==> config.mk <==
export PLATFORM = sky130hd
export DESIGN_NAME = mult_div_unit
export DESIGN_NICKNAME = d
export VERILOG_FILES = /design/src/rtl/mult_div_unit.sv
export SDC_FILE = /design/constraint.sdc
export NUM_CORES = 1
export LEC_CHECK = 0
export BUFFER_PORTS_ARGS = -buffer_cell sky130_fd_sc_hd__buf_4
export CELL_PAD_IN_SITES_DETAIL_PLACEMENT = 1
export CELL_PAD_IN_SITES_GLOBAL_PLACEMENT = 1
export CORE_MARGIN = 5
export CORE_UTILIZATION = 31
export CTS_BUF_LIST = sky130_fd_sc_hd__clkbuf_4
export DETAILED_ROUTE_END_ITERATION = 10
export GPL_TIMING_DRIVEN = 1
export PLACE_DENSITY = 0.63
export RECOVER_POWER = 50
export SLEW_MARGIN = 5
export SYNTH_ARGS = -nofsm -noshare
export SYNTH_HDL_FRONTEND = slang
export SYNTH_SLANG_ARGS = --single-unit
==> constraint.sdc <==
create_clock -name clk -period 9.3 [get_ports clk]
set_input_delay 0.93 -clock clk [delete_from_list [all_inputs] [get_ports clk]]
set_output_delay 0.93 -clock clk [all_outputs]
set_load 0.005 [all_outputs]
==> src/rtl/mult_div_unit.sv <==
// Iterative MIPS32 multiply/divide unit holding the architectural HI/LO registers.
// Shift-add multiply and restoring divide, one bit per clock, sign fix-up in a final cycle.
module mult_div_unit #(
  parameter int DATA_WIDTH = 32
) (
  input  logic                  clk,
  input  logic                  rst_n,
  input  logic                  start,
  input  logic [1:0]            MDU_op,
  input  logic [DATA_WIDTH-1:0] Src1,
  input  logic [DATA_WIDTH-1:0] Src2,
  input  logic                  mthi,
  input  logic                  mtlo,
  output logic                  busy,
  output logic                  done,
  output logic [DATA_WIDTH-1:0] HI,
  output logic [DATA_WIDTH-1:0] LO
);

  localparam int W  = DATA_WIDTH;
  localparam int CW = $clog2(DATA_WIDTH);
  localparam logic [W-1:0]   ONE      = {{(W-1){1'b0}}, 1'b1};
  localparam logic [2*W-1:0] ONE2     = {{(2*W-1){1'b0}}, 1'b1};
  localparam logic [CW-1:0]  LAST_ITER = CW'(W - 1);

  typedef enum logic [1:0] {
    IDLE = 2'd0,
    CALC = 2'd1,
    FIX  = 2'd2
  } state_t;

  state_t          state;
  logic            op_div;
  logic            sign_a;
  logic            sign_b;
  logic [W-1:0]    mag_a;
  logic [W-1:0]    mag_b;
  logic [W-1:0]    shift_q;
  logic [2*W-1:0]  acc;
  logic [CW-1:0]   count;

  logic            src1_neg;
  logic            src2_neg;
  logic [W-1:0]    src1_abs;
  logic [W-1:0]    src2_abs;

  logic [W:0]      mul_sum;
  logic [2*W-1:0]  mul_next;
  logic [W:0]      div_trial;
  logic [W-1:0]    div_diff;
  logic            div_ge;
  logic [W-1:0]    div_rem;
  logic [2*W-1:0]  div_next;

  logic [2*W-1:0]  prod;
  logic [W-1:0]    quo_raw;
  logic [W-1:0]    rem_raw;
  logic            div_zero;
  logic [W-1:0]    fix_hi;
  logic [W-1:0]    fix_lo;

  // Op code bit 0 clear means a signed operation.
  assign src1_neg = ~MDU_op[0] & Src1[W-1];
  assign src2_neg = ~MDU_op[0] & Src2[W-1];
  assign src1_abs = src1_neg ? (~Src1 + ONE) : Src1;
  assign src2_abs = src2_neg ? (~Src2 + ONE) : Src2;

  // Multiply: multiplier bits leave shift_q LSB-first; product bits shift into the low half.
  assign mul_sum  = {1'b0, acc[2*W-1:W]} + {1'b0, (shift_q[0] ? mag_a : {W{1'b0}})};
  assign mul_next = {mul_sum, acc[W-1:1]};

  // Divide: remainder in the high half, quotient bits shift into the low half.
  assign div_trial = {acc[2*W-1:W], shift_q[W-1]};
  assign div_ge    = (div_trial >= {1'b0, mag_b});
  assign div_diff  = div_trial[W-1:0] - mag_b;
  assign div_rem   = div_ge ? div_diff : div_trial[W-1:0];
  assign div_next  = {div_rem, acc[W-2:0], div_ge};

  assign prod     = (~op_div & (sign_a ^ sign_b)) ? (~acc + ONE2) : acc;
  assign quo_raw  = acc[W-1:0];
  assign rem_raw  = acc[2*W-1:W];
  assign div_zero = (mag_b == {W{1'b0}});

  always_comb begin
    fix_hi = prod[2*W-1:W];
    fix_lo = prod[W-1:0];
    if (op_div) begin
      if (div_zero) begin
        // Divide by zero hands back the original dividend in HI.
        fix_hi = sign_a ? (~mag_a + ONE) : mag_a;
        fix_lo = {W{1'b1}};
      end else begin
        fix_hi = sign_a ? (~rem_raw + ONE) : rem_raw;
        fix_lo = (sign_a ^ sign_b) ? (~quo_raw + ONE) : quo_raw;
      end
    end
  end

  always_ff @(posedge clk or negedge rst_n) begin
    if (!rst_n) begin
      state   <= IDLE;
      busy    <= 1'b0;
      done    <= 1'b0;
      HI      <= '0;
      LO      <= '0;
      op_div  <= 1'b0;
      sign_a  <= 1'b0;
      sign_b  <= 1'b0;
      mag_a   <= '0;
      mag_b   <= '0;
      shift_q <= '0;
      acc     <= '0;
      count   <= '0;
    end else begin
      done <= 1'b0;
      case (state)
        IDLE: begin
          if (start) begin
            op_div  <= MDU_op[1];
            sign_a  <= src1_neg;
            sign_b  <= src2_neg;
            mag_a   <= src1_abs;
            mag_b   <= src2_abs;
            shift_q <= MDU_op[1] ? src1_abs : src2_abs;
            acc     <= '0;
            count   <= '0;
            busy    <= 1'b1;
            state   <= CALC;
          end else begin
            if (mthi) HI <= Src1;
            if (mtlo) LO <= Src1;
          end
        end
        CALC: begin
          if (op_div) begin
            acc     <= div_next;
            shift_q <= {shift_q[W-2:0], 1'b0};
          end else begin
            acc     <= mul_next;
            shift_q <= {1'b0, shift_q[W-1:1]};
          end
          count <= count + 1'b1;
          if (count == LAST_ITER) state <= FIX;
        end
        FIX: begin
          HI    <= fix_hi;
          LO    <= fix_lo;
          done  <= 1'b1;
          busy  <= 1'b0;
          state <= IDLE;
        end
        default: state <= IDLE;
      endcase
    end
  end

endmodule

==> results.py <==
metrics = {
    "routing": {
        "via_count": 18510,
        "routedWlPerCell_um": 23.78,
        "firstDrtPassIters": 5,
        "drt-initial-drc-count": 1291,
        "ant_nets": 0,
        "finalWirelength_um": 77490,
        "vias_per_cell": 5.681,
        "drc_errors": 0,
    },
    "die": {
        "placement_rows": 90,
        "die_w_um": 255.6,
        "ios": 137,
        "die_area_mm2": 0.06533,
        "coreArea_mm2": 0.06002,
        "die_h_um": 255.6,
        "start_util_pct": 31.15,
    },
    "timing": {
        "finalSetupTns_ns": 0,
        "worstMarginPinSlew_ns": 5.822,
        "finClkSkew_ns": 0.06735,
        "hold_viol_final": 0,
        "maxClockFrequency_mhz": 179.6,
        "report.final.slew_viol_count": 170,
        "rsz0062_at_grt": "no",
        "finalSetupViolCount": 0,
        "min_period_ns": 5.568,
        "relSlewSlack_pct": -288.2,
        "finalCritPeriodShare_pct": 59.87,
    },
    "clocking": {
        "cts_hold_buf": 0,
        "cts-buffers-inserted": 73,
        "ctsResizeCount": 0,
        "cts_sinks": 236,
        "cts_setup_buffers": 0,
        "htreeDepth": 3,
        "insertion_delay_ns": 0.84,
        "clock_path_buffers": 3,
        "root_buffer": "clkbuf_4",
        "clk_pin_slew_ns": 0.08,
        "tritoncts": "done",
    },
    "final_layout": {
        "finalInstanceArea_mm2": 0.02113,
        "fillers": 7228,
        "syn_to_final_growth_pct": 12.99,
        "nets": 2576,
        "drive_gt1_share_pct": 11.77,
    },
    "synth": {
        "ys_seq_area_share_pct": 31.58,
        "synth_edf_count": 0,
        "synthArstFlopShare_pct": 100.0,
        "synth_top_area_share_pct": 31.58,
        "yosys_register_bits": 236,
        "synth_area_leaders": "dfrtp_1, o21ai_0, nand2_1",
        "postSynthAreaPerCell_um2": 7.933,
        "syn_area_mm2": 0.01870,
        "synthDominantAreaCellType": "dfrtp_1",
        "yosysMostFrequentCell": "nand2_1",
        "synthCells": 2357,
        "synth_common_cells": "nand2_1, o21ai_0, dfrtp_1",
        "synth_ff_type": "dfrtp_1",
        "ys_warn_count": 0,
        "syn-num-nets": 2501,
        "synth_cell_types": 80,
    },
    "placed_design": {
        "gp_congestion": 0.8787,
        "dpl-instance-area_mm2": 0.02034,
        "hpwl_um": 59070,
        "portBuffers": 136,
    },
    "status": {
        "violations": "capacitance limit, slew limit",
        "status": "finished with violations",
    },
    "grt": {
        "grt_pass1_wl_um": 117300,
        "grt_start_max_net_pins": 137,
        "overflow": 0,
        "grt_pass1_vias": 18800,
        "antenna_found_initial": 1,
        "track_usage_pct": 22.82,
    },
    "worst_setup_path": {
        "max_stage_delay_ns": 3.99,
        "end_kind": "async pin",
        "crit_buf_inv": 1,
        "cp-start-kind": "input port",
        "critPathSlowestCell": "clkbuf_1",
        "arrival_ns": 5.05,
        "required_ns": 8.78,
        "ff2ff_path_depth": 14,
        "path_depth": 1,
        "critPathTopFamily": "buffers and inverters",
        "path_cells": "clkbuf_1",
        "crit_fanout": 101,
        "critical_path_class": "input port to async pin",
    },
    "job": {
        "max-cap-violations": 3,
    },
    "pwr": {
        "p_int_mw": 3.963,
        "leakage_nw": 8.998,
        "seqPwrFrac_pct": 28.5,
        "vdd_drop_max_mv": 0.1518,
        "clockPowerShare_pct": 12.5,
        "p_switching_mw": 4.108,
        "p_sw_share_pct": 50.90,
        "comb_power_share_pct": 59.0,
        "total_power_mw": 8.071,
        "p_per_area_mw_per_mm2": 382.0,
    },
    "hold_path": {
        "whs_path_depth": 3,
        "worstHoldPathType": "input port to register",
    },
}
[cell families after synthesis]
group           count (synthesis)  synth area share [%]
compound gates                758                 24.35
simple gates                  732                 18.36
flops                         236                 31.58
buf+inv                       232                 4.724
xor+xnor                      224                 10.49
mux                           102                 5.527
fa+ha+maj                      73                 4.965
[power groups by stage]
stage                     Sequential, mW  Clock (mW)  Combinational [mW]
after floorplan                     1.86           0                3.55
after global placement              2.29           0                4.65
after detailed placement            2.31           0                4.76
after CTS                           2.29        1.04                4.79
after global routing                2.36        1.09                5.27
final                               2.30        1.01                4.77
[worst paths after layout]
check / startpoint / end / slack (ns)
max: rst_n / count[1] / 3.73
min: Src1[7] / HI[7] / 0.43
max reg2reg: shift_q[0] / acc[59] / 4.94
min reg2reg: LO[9] / LO[9] / 0.48
max in group clk: shift_q[0] / acc[59] / 4.94
min in group asynchronous: rst_n / HI[30] / 2.24
[sequential cells by signal (all words and copies together) (netlist names)]
register  count
count         5
sign_b        1
mag_b        32
HI           32
done          1
busy          1
shift_q      32
LO           32
mag_a        32
state         2
sign_a        1
op_div        1
acc          64
[cells in the final DEF, fill, tap and decap left out, drive strengths merged, types with 29 or more instances in the layout]
master | synthesis | layout
nand2 | 336 | 336
o21ai | 315 | 315
dfrtp | 236 | 236
a21oi | 168 | 168
buf | 21 | 132
clkbuf | 142 | 131
nor2 | 127 | 127
xnor2 | 118 | 118
xor2 | 106 | 106
mux2i | 101 | 101
ha | 71 | 71
inv | 67 | 68
nor3 | 44 | 44
nand3 | 43 | 43
and2 | 37 | 37
o31ai | 34 | 34
or3 | 30 | 30
a22oi | 29 | 29
[worst min-delay path, cell delays in order]
cell and delay (ns):
buf_4 0.14, a22oi_1 0.08, o21ai_0 0.07
[metrics by stage]
stage	std cells	hold WS (ns)	worst slack [ns]	util, %
after floorplan	2357	0.4494	5.823	-
after global placement	3139	0.4682	5.199	33.89
after detailed placement	3139	0.4718	5.102	33.89
after CTS	3255	0.1309	5.081	35.28
after global routing	3257	0.3702	2.556	35.19
final	3258	0.4258	3.732	35.20
[per-layer routing]
layer	global-route usage, %	part of all wire (%)
met5	0	0
met4	7.256	2.6
met3	3.532	4.7
met2	39.16	49
met1	29.65	43
[cell type report]
class,count,area [um^2],area share [%]
Antenna cell,3,7.507,0.03553
Sequential cell,236,5909,27.97
Clock inverter,16,80.08,0.3790
Tap cell,782,978.4,4.631
Inverter,69,259.0,1.226
Clock buffer,100,750.7,3.553
Multi-Input combinational cell,1889,11950,56.56
Timing Repair Buffer,163,1191,5.638
No activity file was read; power rests on OpenSTA's default activity.
